--- src/rtl/grid_select_ctrl.sv ---
// Button-driven cursor/lock controller for a 3x3 grid; writes the 18-bit
// grid_data word read by the OLED grid renderer and emits confirm events.
module grid_select_ctrl #(
   parameter logic [15:0] DEBOUNCE_CYCLES = 16'd50000,
   parameter logic [23:0] BLINK_CYCLES    = 24'd6250000
) (
   input  logic        clk,
   input  logic        reset,
   input  logic        enable,
   input  logic        clear,
   input  logic        btnU,
   input  logic        btnD,
   input  logic        btnL,
   input  logic        btnR,
   input  logic        btnC,
   output logic [17:0] grid_data,
   output logic [3:0]  cursor_idx,
   output logic        confirm_valid,
   output logic [3:0]  confirm_idx,
   output logic        reject,
   output logic        full
);
   localparam int NB  = 5;
   localparam int B_R = 0;
   localparam int B_L = 1;
   localparam int B_D = 2;
   localparam int B_U = 3;
   localparam int B_C = 4;

   typedef enum logic [1:0] {IDLE, SELECT, FULL} state_t;

   logic [NB-1:0] raw, sync1_q, sync2_q;
   logic [NB-1:0] db_q, db_d, arm_q, arm_d, press_q, press_d;
   logic [15:0]   cnt_q [NB];
   logic [15:0]   cnt_d [NB];

   state_t      state_q;
   logic [8:0]  lock_q;
   logic [8:0]  lock_set;
   logic        move_ev;
   logic        blink_on_q;
   logic [23:0] blink_cnt_q;
   logic [3:0]  cursor_q, confirm_idx_q;
   logic [17:0] grid_q;
   logic        confirm_q, reject_q, full_q;

   assign raw = {btnC, btnU, btnD, btnL, btnR};

   // Synchronizers carry no reset so a held button stays visible through reset.
   always_ff @(posedge clk) begin
      sync1_q <= raw;
      sync2_q <= sync1_q;
   end

   // A button must be seen released before its first press is honoured.
   always_comb begin
      for (int i = 0; i < NB; i++) begin
         db_d[i]    = db_q[i];
         cnt_d[i]   = 16'd0;
         press_d[i] = 1'b0;
         arm_d[i]   = arm_q[i] | ~sync2_q[i];
         if (sync2_q[i] != db_q[i]) begin
            if (cnt_q[i] == DEBOUNCE_CYCLES - 16'd1) begin
               db_d[i]    = sync2_q[i];
               press_d[i] = sync2_q[i] & arm_q[i];
            end else begin
               cnt_d[i] = cnt_q[i] + 16'd1;
            end
         end
      end
   end

   always_ff @(posedge clk) begin
      if (reset) begin
         db_q    <= '0;
         arm_q   <= '0;
         press_q <= '0;
         for (int i = 0; i < NB; i++) cnt_q[i] <= 16'd0;
      end else begin
         db_q    <= db_d;
         arm_q   <= arm_d;
         press_q <= press_d;
         for (int i = 0; i < NB; i++) cnt_q[i] <= cnt_d[i];
      end
   end

   function automatic logic [3:0] move(input logic [3:0] idx, input logic [NB-1:0] ev);
      logic [3:0] col;
      col = (idx >= 4'd6) ? idx - 4'd6 : (idx >= 4'd3) ? idx - 4'd3 : idx;
      if (ev[B_U])      move = (idx >= 4'd3) ? idx - 4'd3 : idx + 4'd6;
      else if (ev[B_D]) move = (idx <  4'd6) ? idx + 4'd3 : idx - 4'd6;
      else if (ev[B_L]) move = (col == 4'd0) ? idx + 4'd2 : idx - 4'd1;
      else if (ev[B_R]) move = (col == 4'd2) ? idx - 4'd2 : idx + 4'd1;
      else              move = idx;
   endfunction

   function automatic logic [17:0] render(input state_t st, input logic [3:0] cur,
                                          input logic [8:0] lk, input logic bl);
      render = '0;
      for (int k = 0; k < 9; k++) begin
         if (lk[k])                                 render[2*k +: 2] = 2'b10;
         else if (st == SELECT && cur == 4'(k))     render[2*k +: 2] = bl ? 2'b11 : 2'b01;
      end
   endfunction

   assign lock_set = lock_q | (9'd1 << cursor_q);
   assign move_ev  = |press_q[B_U:B_R];

   always_ff @(posedge clk) begin
      if (reset) begin
         state_q       <= IDLE;
         lock_q        <= '0;
         cursor_q      <= 4'd4;
         confirm_q     <= 1'b0;
         confirm_idx_q <= 4'd0;
         reject_q      <= 1'b0;
         full_q        <= 1'b0;
         blink_on_q    <= 1'b1;
         blink_cnt_q   <= '0;
         grid_q        <= '0;
      end else begin
         confirm_q <= 1'b0;
         reject_q  <= 1'b0;
         grid_q    <= render(state_q, cursor_q, lock_q, blink_on_q);
         if (clear) begin
            lock_q      <= '0;
            cursor_q    <= 4'd4;
            full_q      <= 1'b0;
            blink_cnt_q <= '0;
            blink_on_q  <= 1'b1;
            state_q     <= enable ? SELECT : IDLE;
         end else begin
            unique case (state_q)
               IDLE: if (enable) state_q <= full_q ? FULL : SELECT;
               SELECT: begin
                  if (!enable) begin
                     state_q <= IDLE;
                  end else begin
                     if (blink_cnt_q == BLINK_CYCLES - 24'd1) begin
                        blink_cnt_q <= '0;
                        blink_on_q  <= ~blink_on_q;
                     end else begin
                        blink_cnt_q <= blink_cnt_q + 24'd1;
                     end
                     if (press_q[B_C]) begin
                        if (lock_set == lock_q) begin
                           reject_q <= 1'b1;
                        end else begin
                           lock_q        <= lock_set;
                           confirm_q     <= 1'b1;
                           confirm_idx_q <= cursor_q;
                           if (&lock_set) begin
                              full_q  <= 1'b1;
                              state_q <= FULL;
                           end
                        end
                     end else if (move_ev) begin
                        cursor_q    <= move(cursor_q, press_q);
                        blink_cnt_q <= '0;
                        blink_on_q  <= 1'b1;
                     end
                  end
               end
               FULL:    state_q <= FULL;
               default: state_q <= IDLE;
            endcase
         end
      end
   end

   assign grid_data     = grid_q;
   assign cursor_idx    = cursor_q;
   assign confirm_valid = confirm_q;
   assign confirm_idx   = confirm_idx_q;
   assign reject        = reject_q;
   assign full          = full_q;
endmodule

--- config.mk ---
export PLATFORM = sky130hd
export DESIGN_NAME = grid_select_ctrl
export DESIGN_NICKNAME = d
export VERILOG_FILES = /design/src/rtl/grid_select_ctrl.sv
export SDC_FILE = /design/constraint.sdc
export NUM_CORES = 1
export LEC_CHECK = 0
export CAP_MARGIN = 20
export CORE_MARGIN = 2
export CORE_UTILIZATION = 49
export DETAILED_ROUTE_END_ITERATION = 7
export DONT_BUFFER_PORTS = 1
export GPL_TIMING_DRIVEN = 0
export MAX_ROUTING_LAYER = met4
export PLACE_DENSITY = 0.75
export SETUP_SLACK_MARGIN = 0.5
export SLEW_MARGIN = 20
export SYNTH_ARGS = -nofsm -noshare
export SYNTH_HDL_FRONTEND = slang
export SYNTH_SLANG_ARGS = --single-unit
--- constraint.sdc ---
create_clock -name clk -period 6.3 [get_ports clk]
set_input_delay 0.63 -clock clk [delete_from_list [all_inputs] [get_ports clk]]
set_output_delay 0.63 -clock clk [all_outputs]
set_load 0.02 [all_outputs]
# After elaboration in Yosys (flattened, before gate mapping)
# Memory sizes are Yosys's and may differ from the RTL's.
# Cells that the tools add are included.
# classes
addsub,14
n_bitwise,46
order_cmp,3
n_shift,1
multipliers,0
eq_ne,27
div_mod_pow,0
reduce_logical,42
mux,64
# op_table
cell,n
16-bit 2-to-1 mux,15
16-bit by 1-bit adder with 16-bit output (second input constant),5
16-bit equality test (second input constant),5
24-bit 2-to-1 mux,3
2-bit 2-to-1 mux,26
3-bit OR reduction,14
4-bit 2-to-1 mux,10
1-bit inverter,30
24-bit by 1-bit adder with 24-bit output (second input constant),1
24-bit by 23-bit equality test with 1-bit output (second input constant),1
4-bit by 3-bit equality test with 1-bit output (second input constant),4
13-bit AND reduction,1
4-bit by 2-bit equality test with 1-bit output (second input constant),3
2-bit AND reduction,6
1-bit bitwise OR,10
5-bit AND reduction,2
9-bit equality test,1
1-bit logical AND,9
1-bit 2-to-1 mux,9
9-bit bitwise OR,1
9-bit AND reduction,1
1-bit by 4-bit << shifter with 9-bit output (first input constant),1
4-bit by 2-bit adder with 4-bit output (second input constant),2
4-bit zero test,2
24 further kinds,35
# totals
word_cells,230
out_inout_bits,29
input_bits,9
latch_bits,0
reg_bits,90
romBits,0
mem_count,1
ramBits,80
# mem_list
name,depth,width,read_ports,rd_clocked_by_memory_dff,wr,line,text
cnt_q,5,16,5,0,5,34,logic [15:0] cnt_q [NB];

# Longest topological paths before layout
# depth
word_depth,9
mapped_depth,10
depth_no_buf,9

# Worst setup path before layout
# No wires, ideal clock.
# synth_path
path_type,register to register
from,register cursor_q[0] (netlist: cursor_idx[0])
to,register cursor_q[0] (netlist: cursor_idx[0])
arrival_time_ns,2.531
n_path_buf,1
stages_incl_launch_ff,9
slack_ns,3.651
path_cell_list,dfxtp_1 > clkbuf_1 > inv_1 > ha_1 > or4_4 > a31oi_1 > o21ai_1 > and2_1 > o221a_1
# synth_via
elab_chain_cells,9
elab_cells_between_ends,23
cone_classes,add/sub (8); order compare (3); eq/ne (1); mux (10); reduce/logical (1)
# synth_rtl
item,line,text
"start, declared",43,"logic [3:0] cursor_q, confirm_idx_q;"
"start signal, assigned",158,"cursor_q <= move(cursor_q, press_q);"
4-bit by 2-bit subtractor with 4-bit output or 4-bit by 2-bit >= comparator with 1-bit output (tied branches),"89, 90",
4-bit 2-to-1 mux (2 in series),89,col = (idx >= 4'd6) ? idx - 4'd6 : (idx >= 4'd3) ? idx - 4'd3 : idx;
4-bit by 2-bit equality test with 1-bit output,93,else if (ev[B_R]) move = (col == 4'd2) ? idx - 4'd2 : idx + 4'd1;
4-bit 2-to-1 mux (2 in series),93,
4-bit 2-to-1 mux,92,else if (ev[B_L]) move = (col == 4'd0) ? idx + 4'd2 : idx - 4'd1;
4-bit 2-to-1 mux,91,else if (ev[B_D]) move = (idx < 4'd6) ? idx + 4'd3 : idx - 4'd6;
4-bit 2-to-1 mux *,90,if (ev[B_U]) move = (idx >= 4'd3) ? idx - 4'd3 : idx + 4'd6;
# Every way passes the cells marked *; elsewhere a longest branch is shown, timed or not. The select of a mux whose other input is x is not followed.
# A chain may end at the register's enable or synchronous reset.

# Worst setup path in the final report
# layout_path
from,register cursor_q[2] (netlist: cursor_idx[2])
to,register cursor_q[3] (netlist: cursor_idx[3])
# The elaborated chain is that of the path after synthesis.

==> flow_summary.ini <==
[synthesis]
yosys.area.top_type = sky130_fd_sc_hd__dfxtp_1
dominantRegCellSynth = sky130_fd_sc_hd__dfxtp_1
synth.yosys.warnings = 0
count_of_flip_flops_with_a_built_in_enable_after_synthesis = 0
number_of_flip_flops_and_latches_in_the_synthesized_netlist = 170
synth_seq_area_share_pct = 44.7
postSynth.asyncResetShare_pct = 0
synth_area_per_cell_um2 = 8.61
synthTopCellsByArea = sky130_fd_sc_hd__dfxtp_1 (45%), sky130_fd_sc_hd__nor2_1 (7.9%), sky130_fd_sc_hd__xnor2_1 (5.5%), sky130_fd_sc_hd__xor2_1 (5.1%), sky130_fd_sc_hd__nand3_1 (3.4%)
post_synth_inst_count = 884
mappedNetlistArea_um2 = 7610
synth_cell_types = 68
synth_top_cell_area_share_pct = 44.7
syn-num-nets = 912

[cts]
numCtsBuffers = 17
max-clock-path-buffers = 2
clk_root_buffer_cell = sky130_fd_sc_hd__clkbuf_16
postCtsHoldBufs = 0
clkSlewWorstSetupHoldPaths_ns = 0.07
post_cts_buffers = 0
tritoncts = built
postCtsResizedCells = 0
number_of_h_tree_levels = 4
clock-sinks = 170
clock_latency_ns = 0.43

[layout]
layout_commonest_cell = sky130_fd_sc_hd__dfxtp_1
layout_common_cells = sky130_fd_sc_hd__dfxtp_1 (170), sky130_fd_sc_hd__nor2_1 (160), sky130_fd_sc_hd__nand2_1 (60)
area.growth.synth_to_final_pct = 11.3
drive_gt1_share_pct = 6.33
num-fill-cells = 1324
finish.net_count = 931
final_cells = 1105

[sta]
clock.fmax_mhz = 303
slew_margin_rel_pct = 60.4
max_slew.worst_pin.slew_ns = 0.580
setup_viol = 0
finClkSkew_ns = 0.00773
post-route-min-period_ns = 3.30
max_slew_violation_count = 0
final.setup.tns_ns = 0
rsz0062_at_grt = no
final_critical_path_share_of_the_clock_period_pct = 52.3
report.final.hold_viol_count = 0

[placement]
gpl.final_weighted_congestion = 0.940
numPlacedInstances = 1072
placement.io_buffers = 0
hpwl_mm = 11.2

[floorplan]
top_level_ports = 38
die_w_um = 129
core.rowCount = 45
effective_utilization_at_floorplan_pct = 50.1
die-height_um = 129
floorplan_core_area_um2 = 15200
die-area_um2 = 16600

[critical_path]
reg2reg_to = cursor_idx[3]
worstSetupStartpointType = register
crit_path_end = cursor_idx[3]
first_element_of_the_critical_path = cursor_idx[2]
end_kind = register
rr_worst_depth = 10
worstPathArrival_ns = 3.66
r2r_setup_slack_ns = 3.00
worst_r2r_startpoint = cursor_idx[2]
worstPathMaxFanout = 10
path_class = reg -> reg
crit_required_ns = 6.66

[global_routing]
first_global_vias = 5796
met2_usage_pct = 31.7
grt_antenna_before_repair = 1
grt_busiest_layer = met2
globalRouteMet3Util_pct = 5.20
grt_pass1_wl_mm = 27.4
pin_count_of_the_biggest_net_entering_global_routing = 18
grt_use_total_pct = 21.0
globalRoute.totalOverflow = 0
met1_layer_usage_reported_by_global_route_pct = 26.6

[pwr]
power_per_cell_area_nw_per_um2 = 261
ir_drop_mv = 0.213
power.static_leakage_nw = 2.88

[detailed_routing]
route.vias.total = 6198
detailed_routing_iterations_pass_1 = 5
detail_route.wl_per_cell_um = 14.5
antenna_nets_post_route = 0
dr_iter_0_viols = 410
routed_via_density = 5.61
drc_errors = 0
drt_wl_total_mm = 16.0

[run]
max_cap_viol_count = 0

[hold_path]
hold_crit_path_type = in -> reg

[outcome]
run_status = complete, no violations
cell families (layout without fill, tap and decap cells):
group / Yosys count / after routing / synth area share, %
flops: 170 / 170 / 44.7
mux: 6 / 6 / 0.789
xor+xnor: 92 / 92 / 10.6
simple gates: 405 / 405 / 26.2
other cells: 0 / 1 / 0
fa+ha+maj: 19 / 19 / 3.12
compound gates: 129 / 129 / 11.2
buf+inv: 63 / 95 / 3.37
synthesized netlist by cell type, drive strengths merged, types with 7 or more instances:
cell type,n
nor3,19
nand3,53
a31oi,7
clkbuf,21
nand4,27
ha,19
nor4,14
or3,10
nand2,60
inv,31
o21ai,21
xnor2,48
nor2,160
buf,11
xor2,44
a21oi,46
and3,19
dfxtp,170
state kept, by name, indices dropped and copies added, names as in the netlist:
name / flops
confirm_valid: 1
arm_q: 5
blink_on_q: 1
lock_q: 9
grid_data: 18
db_q: 5
full: 1
blink_cnt_q: 24
sync2_q: 5
confirm_idx: 4
cnt_q: 80
cursor_idx: 4
sync1_q: 5
reject: 1
state_q: 2
press_q: 5
worst max-delay path: stages (launching register included):
cell and delay [ns]:
sky130_fd_sc_hd__dfxtp_1 0.60, sky130_fd_sc_hd__buf_2 0.32, sky130_fd_sc_hd__clkbuf_1 0.39, sky130_fd_sc_hd__inv_1 0.22
sky130_fd_sc_hd__ha_1 0.39, sky130_fd_sc_hd__o31a_1 0.13, sky130_fd_sc_hd__a2111oi_2 0.26, sky130_fd_sc_hd__o21a_1 0.34
sky130_fd_sc_hd__a21oi_1 0.08, sky130_fd_sc_hd__o32a_1 0.33, sky130_fd_sc_hd__a21oi_2 0.16
worst min-delay path by stage:
stage	cells after the start	to	from
floorplan	0	sync2_q[0]	sync1_q[0]
global placement	0	sync2_q[1]	sync1_q[1]
detailed placement	0	sync2_q[1]	sync1_q[1]
CTS	0	sync1_q[1]	btnL
global route	0	sync1_q[1]	btnL
finish	0	sync1_q[1]	btnL
cell type report:
class | instances | area (um2) | area share, %
flip-flops and latches | 170 | 3400 | 40.1
multi-input cells | 651 | 3960 | 46.6
plain buffers | 32 | 140 | 1.65
inverters | 31 | 116 | 1.37
diodes | 1 | 2.50 | 0.0295
well taps | 188 | 235 | 2.77
clock inverters | 13 | 173 | 2.04
clock buffers | 19 | 453 | 5.34
per-stage QoR:
step	hold WS, ns	util [%]	power, mW	setup slack, ns	instance area, um2
2_1_floorplan	0.310	-	1.14	3.65	7610
3_3_place_gp	0.310	51.6	1.15	2.99	7850
3_5_place_dp	0.313	51.6	1.15	3.04	7850
4_1_cts	0.212	55.8	2.23	3.02	8480
5_1_grt	0.202	55.8	2.28	2.72	8480
6_report	0.223	55.8	2.21	3.00	8480
per-layer routing:
metal / share of wire (%) / routed length (um)
met1: 46 / 7310
met2: 45 / 7180
met3: 5.9 / 952
met4: 3.7 / 585
met5: 0 / 0
where the power goes:
part           internal (mW)  leakage [nW]  total, mW  switching, mW
clock network          0.624         0.305       1.09          0.463
registers               1.08          1.38       1.09        0.00775
logic                0.00949          1.20     0.0349         0.0254
total                   1.72          2.88       2.21          0.496
Power figures use the tool's default switching activity.
